### src/rtl/mem_port_arbiter.sv
// mem_port_arbiter
//   Grants one of NUM_PORTS requesters ownership of a single memory port.
//   The owner keeps the port until it drops its request; a new owner is
//   picked round-robin, starting after the previous owner, in the same
//   cycle the old owner lets go, so there is never a dead cycle between
//   owners. Read data comes back one cycle after the access and is
//   captured in a per-port hold register so each port keeps seeing its
//   own last read result while other ports use the memory.
//
//   Optional feature: define MEM_ARB_QUOTA_EN to preempt an owner after
//   QUOTA consecutive owned cycles when another port is requesting.
//
// Ports
//   clk_i        clock, all state on the rising edge
//   reset_n_i    asynchronous active-low reset
//   req_i        per-port ownership request
//   en_i         per-port memory enable (honoured only for the owner)
//   addr_i       per-port address, port i in slice i
//   wben_i       per-port byte write enables, all-zero means read
//   wdata_i      per-port write data
//   rdata_o      per-port read data
//   stall_o      per-port stall, port must not assert en_i while high
//   mem_*_o      memory-side request (owner's slices, zero when idle)
//   mem_rdata_i  memory read data, one cycle after the access
//   mem_stall_i  memory back-pressure
//   grant_o      one-hot registered owner, zero when idle
//   error_o      saturating count of enables issued by non-owner ports
//
// state | meaning
// IDLE  | no owner, all ports stalled
// OWNED | owner register holds the granted port index
module mem_port_arbiter #(
  parameter int NUM_PORTS  = 2,
  parameter int ADDR_WIDTH = 32,
  parameter int DATA_WIDTH = 64,
  parameter int QUOTA      = 16
) (
  input  logic                               clk_i,
  input  logic                               reset_n_i,
  input  logic [NUM_PORTS-1:0]               req_i,
  input  logic [NUM_PORTS-1:0]               en_i,
  input  logic [NUM_PORTS*ADDR_WIDTH-1:0]    addr_i,
  input  logic [NUM_PORTS*DATA_WIDTH/8-1:0]  wben_i,
  input  logic [NUM_PORTS*DATA_WIDTH-1:0]    wdata_i,
  output logic [NUM_PORTS*DATA_WIDTH-1:0]    rdata_o,
  output logic [NUM_PORTS-1:0]               stall_o,
  output logic                               mem_en_o,
  output logic [ADDR_WIDTH-1:0]              mem_addr_o,
  output logic [DATA_WIDTH/8-1:0]            mem_wben_o,
  output logic [DATA_WIDTH-1:0]              mem_wdata_o,
  input  logic [DATA_WIDTH-1:0]              mem_rdata_i,
  input  logic                               mem_stall_i,
  output logic [NUM_PORTS-1:0]               grant_o,
  output logic [31:0]                        error_o
);

  localparam int BE_WIDTH  = DATA_WIDTH / 8;
  localparam int IDX_WIDTH = $clog2(NUM_PORTS);
  localparam int SUM_WIDTH = IDX_WIDTH + 1;
  localparam int CNT_WIDTH = $clog2(NUM_PORTS + 1);

  typedef enum logic {IDLE, OWNED} state_t;

  state_t                 state, state_nxt;
  logic [IDX_WIDTH-1:0]   owner, owner_nxt;
  logic [NUM_PORTS-1:0]   cand;
  logic [IDX_WIDTH-1:0]   pick;
  logic                   pick_vld;
  logic [SUM_WIDTH-1:0]   rr_sum;
  logic [IDX_WIDTH-1:0]   rr_idx;
  logic                   change;
  logic                   quota_hit;
  logic [NUM_PORTS-1:0]   acc, acc_d;
  logic [DATA_WIDTH-1:0]  hold [NUM_PORTS];
  logic [NUM_PORTS-1:0]   nonowner_en;
  logic [CNT_WIDTH-1:0]   err_inc;
  logic [32:0]            err_sum;

  // The owner register doubles as the round-robin pointer: it keeps the
  // last owner while idle, and resets to the top port so port 0 wins first.
  always_ff @(posedge clk_i or negedge reset_n_i) begin
    if (!reset_n_i) begin
      state   <= IDLE;
      owner   <= IDX_WIDTH'(NUM_PORTS - 1);
      grant_o <= '0;
    end else begin
      state   <= state_nxt;
      owner   <= owner_nxt;
      grant_o <= '0;
      if (state_nxt == OWNED) grant_o[owner_nxt] <= 1'b1;
    end
  end

  // Round-robin search starting after the current/last owner. The owner
  // itself is masked out, so while owned only other requesters compete.
  always_comb begin
    cand     = req_i & ~grant_o;
    pick     = owner;
    pick_vld = 1'b0;
    rr_sum   = '0;
    rr_idx   = '0;
    for (int k = 1; k <= NUM_PORTS; k++) begin
      rr_sum = {1'b0, owner} + SUM_WIDTH'(k);
      if (rr_sum >= SUM_WIDTH'(NUM_PORTS)) rr_sum = rr_sum - SUM_WIDTH'(NUM_PORTS);
      rr_idx = rr_sum[IDX_WIDTH-1:0];
      if (!pick_vld && cand[rr_idx]) begin
        pick_vld = 1'b1;
        pick     = rr_idx;
      end
    end
  end

`ifdef MEM_ARB_QUOTA_EN
  localparam int QW = $clog2(QUOTA + 1);
  logic [QW-1:0] quota_cnt;

  // Down-counter loaded on every owner change; reaching zero means the
  // owner has held the port for QUOTA cycles. It parks at zero so a late
  // competing request preempts on the next edge.
  always_ff @(posedge clk_i or negedge reset_n_i) begin
    if (!reset_n_i)              quota_cnt <= '0;
    else if (change)             quota_cnt <= QW'(QUOTA - 1);
    else if (quota_cnt != '0)    quota_cnt <= quota_cnt - QW'(1);
  end

  assign quota_hit = (state == OWNED) && (quota_cnt == '0);
`else
  assign quota_hit = 1'b0;
`endif

  always_comb begin
    state_nxt = state;
    owner_nxt = owner;
    change    = 1'b0;
    case (state)
      IDLE: begin
        if (pick_vld) begin
          state_nxt = OWNED;
          owner_nxt = pick;
          change    = 1'b1;
        end
      end
      OWNED: begin
        if (!req_i[owner] || quota_hit) begin
          if (pick_vld) begin
            owner_nxt = pick;
            change    = 1'b1;
          end else if (!req_i[owner]) begin
            state_nxt = IDLE;
          end
        end
      end
      default: state_nxt = IDLE;
    endcase
  end

  always_comb begin
    stall_o     = '1;
    mem_en_o    = 1'b0;
    mem_addr_o  = '0;
    mem_wben_o  = '0;
    mem_wdata_o = '0;
    acc         = '0;
    if (state == OWNED) begin
      stall_o[owner] = mem_stall_i;
      mem_en_o       = en_i[owner] & ~mem_stall_i;
      mem_addr_o     = addr_i[owner*ADDR_WIDTH +: ADDR_WIDTH];
      mem_wben_o     = wben_i[owner*BE_WIDTH +: BE_WIDTH];
      mem_wdata_o    = wdata_i[owner*DATA_WIDTH +: DATA_WIDTH];
      acc[owner]     = mem_en_o;
    end
  end

  // acc_d marks the port whose data is on mem_rdata_i this cycle; reset
  // clears it, which discards any read still in flight.
  always_ff @(posedge clk_i or negedge reset_n_i) begin
    if (!reset_n_i) begin
      acc_d <= '0;
      for (int p = 0; p < NUM_PORTS; p++) hold[p] <= '0;
    end else begin
      acc_d <= acc;
      for (int p = 0; p < NUM_PORTS; p++) begin
        if (acc_d[p]) hold[p] <= mem_rdata_i;
      end
    end
  end

  always_comb begin
    rdata_o = '0;
    for (int p = 0; p < NUM_PORTS; p++) begin
      rdata_o[p*DATA_WIDTH +: DATA_WIDTH] = acc_d[p] ? mem_rdata_i : hold[p];
    end
  end

  // grant_o is zero when idle, so every enable counts as a violation then.
  always_comb begin
    nonowner_en = en_i & ~grant_o;
    err_inc     = '0;
    for (int p = 0; p < NUM_PORTS; p++) begin
      err_inc = err_inc + CNT_WIDTH'(nonowner_en[p]);
    end
    err_sum = {1'b0, error_o} + 33'(err_inc);
  end

  always_ff @(posedge clk_i or negedge reset_n_i) begin
    if (!reset_n_i)      error_o <= '0;
    else if (err_sum[32]) error_o <= '1;
    else                 error_o <= err_sum[31:0];
  end

endmodule
### config.mk
export PLATFORM = sky130hd
export DESIGN_NAME = mem_port_arbiter
export DESIGN_NICKNAME = d
export VERILOG_FILES = /design/src/rtl/mem_port_arbiter.sv
export SDC_FILE = /design/constraint.sdc
export NUM_CORES = 1
export LEC_CHECK = 0
export CORE_AREA = 3 3 213 215
export DETAILED_ROUTE_END_ITERATION = 16
export DIE_AREA = 0 0 216 218
export SYNTH_ARGS = -nofsm -noshare
export SYNTH_HDL_FRONTEND = slang
export SYNTH_SLANG_ARGS = --single-unit
### constraint.sdc
create_clock -name clk_i -period 2.5 [get_ports clk_i]
set_clock_uncertainty 0.15 [all_clocks]
set_input_delay 0.25 -clock clk_i [delete_from_list [all_inputs] [get_ports clk_i]]
set_output_delay 0.25 -clock clk_i [all_outputs]
set_load 0.005 [all_outputs]
Yosys cells after proc, flatten, opt, wreduce, memory -nomap -nowiden

Index checks and enable logic that the tools add are counted.

Logic and storage cells: 71
Output and inout bits: 269
Bits in registers: 166
Bits of input ports: 279

Multiplexer cells: 34
$add $sub $neg: 6
Reduce and logical (&&, ||, !) cells: 4
Bitwise logic cells: 9
Shift-type cells: 3
Magnitude comparators: 8

Operators by type and width:

| kind                                                                          | number |
|---|---|
| 64-bit 2-to-1 mux                                                             | 3 |
| 128-bit by 8-bit indexed part select with 64-bit output                       | 1 |
| 32-bit 2-to-1 mux                                                             | 2 |
| 64-bit by 7-bit indexed part select with 32-bit output                        | 1 |
| 32-bit by 2-bit adder with 33-bit output                                      | 1 |
| 1-bit 2-to-1 mux                                                              | 21 |
| 16-bit by 5-bit indexed part select with 8-bit output                         | 1 |
| 1-bit by 2-bit less-than comparator with 1-bit output (second input constant) | 4 |
| 8-bit 2-to-1 mux                                                              | 1 |
| 2-bit AND                                                                     | 3 |
| 2-bit 2-to-1 mux                                                              | 3 |
| 2-bit >= comparator (second input constant)                                   | 2 |
| 2-bit NOT                                                                     | 2 |
| 1-bit one-hot mux with 2 select lines                                         | 2 |
| 1-bit logical AND                                                             | 3 |
| 1-bit by 1-bit adder with 2-bit output                                        | 1 |
| 1-bit by 1-bit adder with 2-bit output (second input constant)                | 1 |
| 1-bit by 2-bit adder with 2-bit output (second input constant)                | 1 |
| 1-bit demux with 1-bit select                                                 | 2 |
| 1-bit >= comparator (second input constant)                                   | 2 |
| 1-bit NOT                                                                     | 2 |
| 2-bit bitwise OR                                                              | 1 |
| 1-bit subtractor (second input constant)                                      | 2 |
| 1-bit AND                                                                     | 1 |
| 1-bit logical NOT                                                             | 1 |

Logic depth before layout (Yosys ltp)

Gate-level depths: netlist of the first run.

Word-level depth: 17
Mapped depth: 9
Gate-level depth less buffers: 8

Least setup slack after synthesis of the first run

No wires, ideal clock.

Path kind: flip-flop to flip-flop
Start point: reg grant_o[1]
End point: reg error_o[20]
Clock period less this slack: 2.329 ns
Data arrival time: 2.054 ns
Slack: 0.171 ns
Stages on the path, launching flop included: 9
Setup time: 0.125 ns
Buffers on the path: 1
Data required time: 2.225 ns
Path through: dfrtp_1 -> nor2b_1 -> fa_1 -> ha_1 -> and3_1 -> clkbuf_1 -> nand3_1 -> nor3_1 -> mux2_2

Longest elaborated chain between the ends: 5

RTL lines:

| element                                  | RTL line | RTL |
|---|---|---|
| start: declaration                       | 53       | `output logic [NUM_PORTS-1:0] grant_o,` |
| start signal: assignment                 | 85       | `grant_o <= '0;` |
| start signal: assignment                 | 89       | `grant_o <= '0;` |
| start signal: indexed assignment         | 90       | `if (state_nxt == OWNED) grant_o[owner_nxt] <= 1'b1;` |
| 2-bit NOT                                | 197      | `nonowner_en = en_i & ~grant_o;` |
| 2-bit AND                                | 197      |  |
| 1-bit by 1-bit adder with 2-bit output   | 200      | `err_inc = err_inc + CNT_WIDTH'(nonowner_en[p]);` |
| 32-bit by 2-bit adder with 33-bit output | 202      | `err_sum = {1'b0, error_o} + 33'(err_inc);` |
| 32-bit 2-to-1 mux                        | 207      | `else if (err_sum[32]) error_o <= '1;` |
| end signal: assignment                   | 208      | `else error_o <= err_sum[31:0];` |
| end: declaration                         | 54       | `output logic [31:0] error_o` |

Every way passes these cells.

Worst setup path in the final report of the first run

Start point: reg owner
End point: out mem_wdata_o[40]

Longest elaborated chain between the ends: 2

RTL lines:

| element                                                 | RTL line | RTL |
|---|---|---|
| start: declaration                                      | 65       | `logic [IDX_WIDTH-1:0] owner, owner_nxt;` |
| start signal: assignment                                | 84       | `owner <= IDX_WIDTH'(NUM_PORTS - 1);` |
| start signal: assignment                                | 88       | `owner <= owner_nxt;` |
| 128-bit by 8-bit indexed part select with 64-bit output | 169      | `mem_wdata_o = wdata_i[owner*DATA_WIDTH +: DATA_WIDTH];` |
| 64-bit 2-to-1 mux                                       | 164      | `if (state == OWNED) begin` |
| end: declaration                                        | 50       | `output logic [DATA_WIDTH-1:0] mem_wdata_o,` |

Every way passes these cells.

==> impl_metrics.py, run 1 <==
metrics = {
    "drt": {
        "drt_iter0_drc": 314,
        "num_vias": 8179,
        "drt-wirelength-per-cell_um": 21.5,
        "ant_nets": 0,
        "wirelength_um": 41800,
        "drc_errors": 0,
        "post_drt_via_cell_ratio": 4.22,
        "drt_first_pass_iters": 4,
    },
    "die": {
        "die_w_um": 216,
        "start_util_pct": 18.6,
        "die-height_um": 218,
        "rows": 77,
        "pin_count": 548,
        "core-area_um2": 43900,
        "dieArea_um2": 47100,
    },
    "synth": {
        "syn_inst": 703,
        "yosys_warnings": 0,
        "yosysSeqAreaShare_pct": 51.0,
        "synthTopCellsByArea": "dfrtp_1 51%, mux2_2 18%, mux2i_1 13%",
        "synth.distinct_cells": 41,
        "synthFlopType": "dfrtp_1",
        "synth_top_area_cell": "dfrtp_1",
        "yosys_register_bits": 166,
        "async_reset_ff_share_pct": 100,
        "syn_area_um2": 8160,
        "postSynthAreaPerCell_um2": 11.6,
        "syn_nets": 984,
        "synth_top_cell_area_share_pct": 50.6,
        "yosysMostFrequentCell": "dfrtp_1",
        "synth-edff-count": 0,
        "ys_top_cells_by_count": "165 x dfrtp_1, 133 x mux2_2, 110 x nor2_1",
    },
    "power_and_ir_drop": {
        "netSwitchingPower_mw": 5.51,
        "power_density_nw_per_um2": 1010,
        "seqPwrFrac_pct": 25.6,
        "intPower_mw": 11.0,
        "power_frac_comb_pct": 57.6,
        "irDropWorstVdd_mv": 0.513,
        "p_clk_share_pct": 16.9,
        "p_sw_share_pct": 33.5,
        "leakagePower_nw": 7.22,
    },
    "run_status": {
        "status": "finished clean",
    },
    "placement": {
        "dp.cells": 1851,
        "port-buffer-count": 547,
        "gp_congestion": 0.924,
        "dp_hpwl_um": 33400,
        "pre_cts_slack_ns": -0.442,
    },
    "clock_network": {
        "numCtsBuffers": 17,
        "cts-htree-levels": 4,
        "clk_latency_ns": 0.45,
        "clock_path_buffers": 2,
        "cts_tree": "yes",
        "root_buffer": "clkbuf_16",
        "clkSinkCount": 166,
        "path_clk_slew_ns": 0.07,
    },
    "setup_path": {
        "rrSetupSlack_ns": 0.22,
        "worst-path-max-fanout": 7,
        "cp-end-kind": "output port",
        "cp.arrival_ns": 2.06,
        "worst_setup_path_start_kind": "flip-flop",
        "required_ns": 2.10,
        "reg2reg_depth": 7,
        "crit-reg2reg-launch": "grant_o[1]",
        "r2r-end": "error_o[20]",
        "critPathKind": "flip-flop to output port",
    },
    "grt": {
        "grt_max_degree": 58,
        "grt_pass1_wl_um": 59600,
        "grt_overflow": 0,
        "grt_usage_pct": 17.4,
        "antenna_found_initial": 14,
        "grt_pass1_vias": 8856,
    },
    "finish": {
        "layout.cells.non_filler": 1940,
        "fill_cells": 4409,
        "nets": 1607,
        "area_growth_pct": 101,
        "fin_util_pct": 37.3,
        "drive_above_1_share_pct": 28.5,
    },
    "timing": {
        "rsz0062_at_grt": "yes",
        "finalWorstSetupSlack_ns": 0.0352,
        "fmax_mhz": 406,
        "hold_violations": 0,
        "period_minus_slack_ns": 2.46,
        "min_period_over_period_pct": 98.6,
        "drv_slew": 0,
        "tightest_slew_ns": 0.641,
        "slew_headroom_pct": 57.3,
        "setup_viol": 0,
    },
    "worst_hold_path": {
        "hold_class": "primary input to async pin",
    },
    "flow_run": {
        "maxCapViolations": 0,
    },
}
-- how the worst max path moves through the flow --
stage / start / end / slack [ns] / depth (start not counted)
2_1_floorplan: grant_o[1] / error_o[20] / 0.17 / 8
6_report: owner / mem_wdata_o[40] / 0.04 / 7
3_5_place_dp: en_i[0] / error_o[20] / -0.44 / 9
3_3_place_gp: en_i[0] / error_o[30] / -0.39 / 9
4_1_cts: owner / mem_wdata_o[60] / -0.09 / 6
5_1_grt: owner / mem_wdata_o[0] / -0.04 / 6
-- cell families after synthesis --
group                    Yosys count  share of synthesized area, %
multiplexers                     237                          31.1
AND/OR/NAND/NOR                  206                          11.8
flip-flops                       166                          51.0
buffers and inverters             54                          2.59
AO/OA/AOI/OAI                     30                          2.27
XOR/XNOR                           8                         0.859
adder cells (fa/ha/maj)            2                         0.399
-- area by class of cell --
| class | count | area, um^2 | share of cell area [%] |
|---|---|---|---|
| antenna | 9 | 22.5 | 0.138 |
| clock buffer | 17 | 425 | 2.60 |
| clock inverter | 15 | 195 | 1.19 |
| inverter | 7 | 27.5 | 0.168 |
| multi-input combinational | 483 | 4150 | 25.4 |
| sequential | 166 | 4170 | 25.5 |
| tap | 592 | 741 | 4.53 |
| timing repair buffer | 651 | 6640 | 40.5 |
-- power groups by stage --
stage	clock (mW)	combinational (mW)	sequential (mW)
final	2.78	9.48	4.21
after global routing	2.99	10.1	4.34
after detailed placement	0	8.99	4.30
after global placement	0	8.95	4.24
after floorplan	0	3.30	4.11
after CTS	2.90	9.55	4.23
-- flip-flops by register name (all words and copies together) (netlist names) --
signal and count:
owner 1, acc_d 2, error_o 32, state 1, hold 128, grant_o 2
-- layer usage --
| metal | wire length (um) | GRT usage (%) | share of wire [%] | up-vias |
|---|---|---|---|---|
| li1 | - | - | - | 3753 |
| met1 | 15000 | 17.9 | 36 | 3978 |
| met2 | 21000 | 30.5 | 50 | 390 |
| met3 | 4010 | 7.02 | 9.6 | 54 |
| met4 | 1730 | 9.26 | 4.1 | 4 |
| met5 | 29 | 0 | 0.069 | - |
-- critical path, cell delays in order, from the launching register on --
cell and delay (ns):
dfstp_4 0.67, buf_12 0.14, buf_12 0.12, buf_16 0.13
buf_12 0.11, mux2i_1 0.21, nor2_1 0.09, buf_2 0.14
-- cells in the final DEF, fill, tap and decap left out, types with 4 or more instances in the layout --
cell / synthesis / final
mux2i_2: 0 / 11
nand2_1: 20 / 20
nand3_1: 20 / 19
mux2i_1: 104 / 70
nand2b_1: 4 / 4
diode_2: 0 / 9
nand4_1: 12 / 12
buf_4: 0 / 54
clkdlybuf4s50_1: 0 / 335
mux2_2: 133 / 133
clkbuf_16: 0 / 18
nor4_1: 4 / 4
a31oi_1: 6 / 6
clkdlybuf4s15_1: 0 / 14
o31ai_1: 7 / 7
mux2i_4: 0 / 23
dfrtp_1: 165 / 163
buf_16: 0 / 7
or4_1: 7 / 7
nor2_1: 110 / 99
xnor2_1: 5 / 5
inv_1: 6 / 6
bufbuf_16: 0 / 5
buf_12: 0 / 34
o21ai_0: 9 / 9
nor3_1: 7 / 7
buf_6: 0 / 13
clkbuf_2: 0 / 9
nor2_2: 0 / 11
dlygate4sd2_1: 0 / 140
and3_1: 6 / 6
buf_2: 7 / 31
-- metrics by stage --
step,cell area (um^2),setup TNS (ns),power (mW),hold slack (ns)
2_1_floorplan,8160,0,7.41,-0.196
3_3_place_gp,14900,-6.45,13.2,0.122
4_1_cts,16300,-0.504,16.7,0.188
5_1_grt,16400,-0.241,17.5,0.253
6_report,16400,0,16.5,0.200
3_5_place_dp,14900,-7.39,13.3,0.124
-- what timing repair did --
item / 4_1_cts / 5_1_grt
setup buffers: 34 / 5
endpoints found under the setup margin: 219 / 43
gates cloned: 12 / 1
hold buffers: 1 / 0
pin swaps: 9 / 6
resized for setup: 391 / 44
endpoints found under the hold margin: 49 / 0
No activity file was read; power rests on OpenSTA's default activity.
==> inputs of run 2 (changes only) <==
--- a/config.mk
+++ b/config.mk
@@ -8,6 +8,7 @@
 export CORE_AREA = 3 3 213 215
 export DETAILED_ROUTE_END_ITERATION = 16
 export DIE_AREA = 0 0 216 218
+export GPL_ROUTABILITY_DRIVEN = 0
 export SYNTH_ARGS = -nofsm -noshare
 export SYNTH_HDL_FRONTEND = slang
 export SYNTH_SLANG_ARGS = --single-unit
==> results of run 2 <==
Same layout as run 1: the final DEF is identical, and so are final timing and power.
==> inputs of run 3 (changes only) <==
--- a/config.mk
+++ b/config.mk
@@ -9,6 +9,8 @@
 export DETAILED_ROUTE_END_ITERATION = 16
 export DIE_AREA = 0 0 216 218
 export GPL_ROUTABILITY_DRIVEN = 0
+export MAX_ROUTING_LAYER = met4
+export SLEW_MARGIN = 20
 export SYNTH_ARGS = -nofsm -noshare
 export SYNTH_HDL_FRONTEND = slang
 export SYNTH_SLANG_ARGS = --single-unit
==> run 3 against run 2 <==
Against the previous run:
- non-clock buffer count fell by 1
- first-iteration DRC count up 11%
- clock power about the same
- total power decreased by 0.32%
- register-to-register slack got worse by 0.02 ns
- routed wire length about the same
- hold slack worse by 0.017 ns
- critical path type unchanged
- critical endpoint unchanged
==> impl_metrics.py, run 3 (synthesized netlist as in run 1, its figures left out) <==
metrics = {
    "run_status": {
        "status": "finished clean",
    },
    "finish": {
        "top_regs": "hold x128, error_o x32",
        "final_cell_mix": "335 x clkdlybuf4s50_1, 163 x dfrtp_1, 138 x dlygate4sd2_1, 133 x mux2_2, 99 x nor2_1",
        "drive_above_1_share_pct": 28.3,
        "multiInputGateArea_um2": 4150,
        "largest_reg_flops": 128,
        "layout.cells.non_filler": 1942,
        "seq_area_um2": 4170,
        "fill_cells": 4407,
        "nets": 1606,
        "area_growth_pct": 101,
        "largest-register": "hold",
        "final_common_cell": "clkdlybuf4s50_1",
        "fin_util_pct": 37.2,
    },
    "timing": {
        "whs_ns": 0.182,
        "tightest_slew_ns": 0.650,
        "rsz0062_at_grt": "yes",
        "fmax_mhz": 405,
        "setup_tns_ns": 0,
        "slew_headroom_pct": 56.7,
        "hold_violations": 0,
        "period_minus_slack_ns": 2.47,
        "drv_slew": 0,
        "min_period_over_period_pct": 98.8,
        "setup_viol": 0,
    },
    "clock_network": {
        "clock_path_buffers": 2,
        "clkSinkCount": 166,
        "cts-htree-levels": 4,
        "clk_latency_ns": 0.45,
        "root_buffer": "clkbuf_16",
        "numCtsBuffers": 17,
        "cts_tree": "yes",
        "path_clk_slew_ns": 0.07,
    },
    "grt": {
        "grt_max_degree": 58,
        "grt_usage_pct": 17.9,
        "antenna_found_initial": 14,
        "grt_pass1_vias": 8884,
        "grt_pass1_wl_um": 59500,
        "grt_overflow": 0,
    },
    "flow_run": {
        "maxCapViolations": 0,
    },
    "die": {
        "dieArea_um2": 47100,
        "rows": 77,
        "die-height_um": 218,
        "start_util_pct": 18.6,
        "die_w_um": 216,
        "core-area_um2": 43900,
        "pin_count": 548,
    },
    "setup_path": {
        "max_stage_delay_ns": 0.67,
        "crit-reg2reg-launch": "grant_o[1]",
        "endpoint": "mem_wdata_o[40]",
        "cp_common_cell": "buf_12",
        "required_ns": 2.10,
        "cp-end-kind": "output port",
        "slowest_stage": "dfstp_4",
        "r2r-end": "error_o[20]",
        "rrSetupSlack_ns": 0.20,
        "worst_setup_path_start_kind": "flip-flop",
        "path_cells": "buf_12 -> buf_12 -> buf_16 -> buf_12 -> mux2i_1 -> nor2_1 -> buf_2",
        "cp.arrival_ns": 2.07,
        "worst-path-max-fanout": 7,
        "reg2reg_depth": 7,
        "critPathKind": "flip-flop to output port",
        "startpoint": "owner",
    },
    "power_and_ir_drop": {
        "leakagePower_nw": 7.20,
        "power_density_nw_per_um2": 1000,
        "p_total_mw": 16.4,
        "irDropWorstVdd_mv": 0.514,
    },
    "drt": {
        "ant_nets": 0,
        "post_drt_via_cell_ratio": 4.21,
        "drt-wirelength-per-cell_um": 21.5,
        "drt_first_pass_iters": 4,
        "num_vias": 8180,
        "drc_errors": 0,
        "drt_iter0_drc": 349,
        "wirelength_um": 41800,
    },
    "placement": {
        "dp.cells": 1851,
        "port-buffer-count": 547,
        "dp_hpwl_um": 33400,
    },
    "worst_hold_path": {
        "hold_class": "primary input to async pin",
    },
}
run 3: per-stage QoR:
step	instance area, um^2	worst slack [ns]
final	16400	0.0300
after detailed placement	14900	-0.442
after CTS	16300	-0.0911
after global routing	16400	-0.0420
after floorplan	8160	0.171
after global placement	14900	-0.390
run 3: worst min-delay path by stage:
| stage | startpoint | end | slack [ns] | depth (start not counted) |
|---|---|---|---|---|
| floorplan | reset_n_i | acc_d[0] | -0.20 | 0 |
| global placement | reset_n_i | hold[42] | 0.12 | 1 |
| detailed placement | reset_n_i | hold[42] | 0.12 | 1 |
| CTS | reset_n_i | hold[42] | 0.19 | 2 |
| global route | reset_n_i | hold[103] | 0.24 | 2 |
| finish | reset_n_i | hold[100] | 0.18 | 2 |
run 3: where the power goes:
| part | internal (mW) | switching [mW] | total, mW |
|---|---|---|---|
| registers | 3.83 | 0.386 | 4.21 |
| logic | 5.50 | 3.93 | 9.43 |
| clock network | 1.60 | 1.18 | 2.78 |
| total | 10.9 | 5.49 | 16.4 |
run 3: per-layer routing:
metal  vias up  GRT usage [%]  wire length (um)
met2       389           30.5             20900
li1       3757              -                 -
met1      3984           18.0             15200
met5         -              -                 0
met4         0           9.28              1800
met3        50           6.87              3900
run 3: final cells by class:
| class | count | share of cell area (%) |
|---|---|---|
| Antenna cell | 12 | 0.184 |
| Clock buffer | 17 | 2.60 |
| Clock inverter | 15 | 1.19 |
| Inverter | 7 | 0.168 |
| Multi-Input combinational cell | 483 | 25.4 |
| Sequential cell | 166 | 25.5 |
| Tap cell | 592 | 4.53 |
| Timing Repair Buffer | 650 | 40.5 |
run 3: what timing repair did:
item                       4_1_cts  5_1_grt
setup endpoints to repair      219       45
setup buffers                   34        5
hold buffers                     1        0
resized for setup              391       43
hold endpoints to repair        49        0
pin swaps                        9        6
cloned                          12        1
run 3: worst max-delay path, delay by kind of cell, from the launching register on:
family	cells	cell delay, ns
flops	1	0.67
buf+inv	5	0.64
mux	1	0.21
simple gates	1	0.09
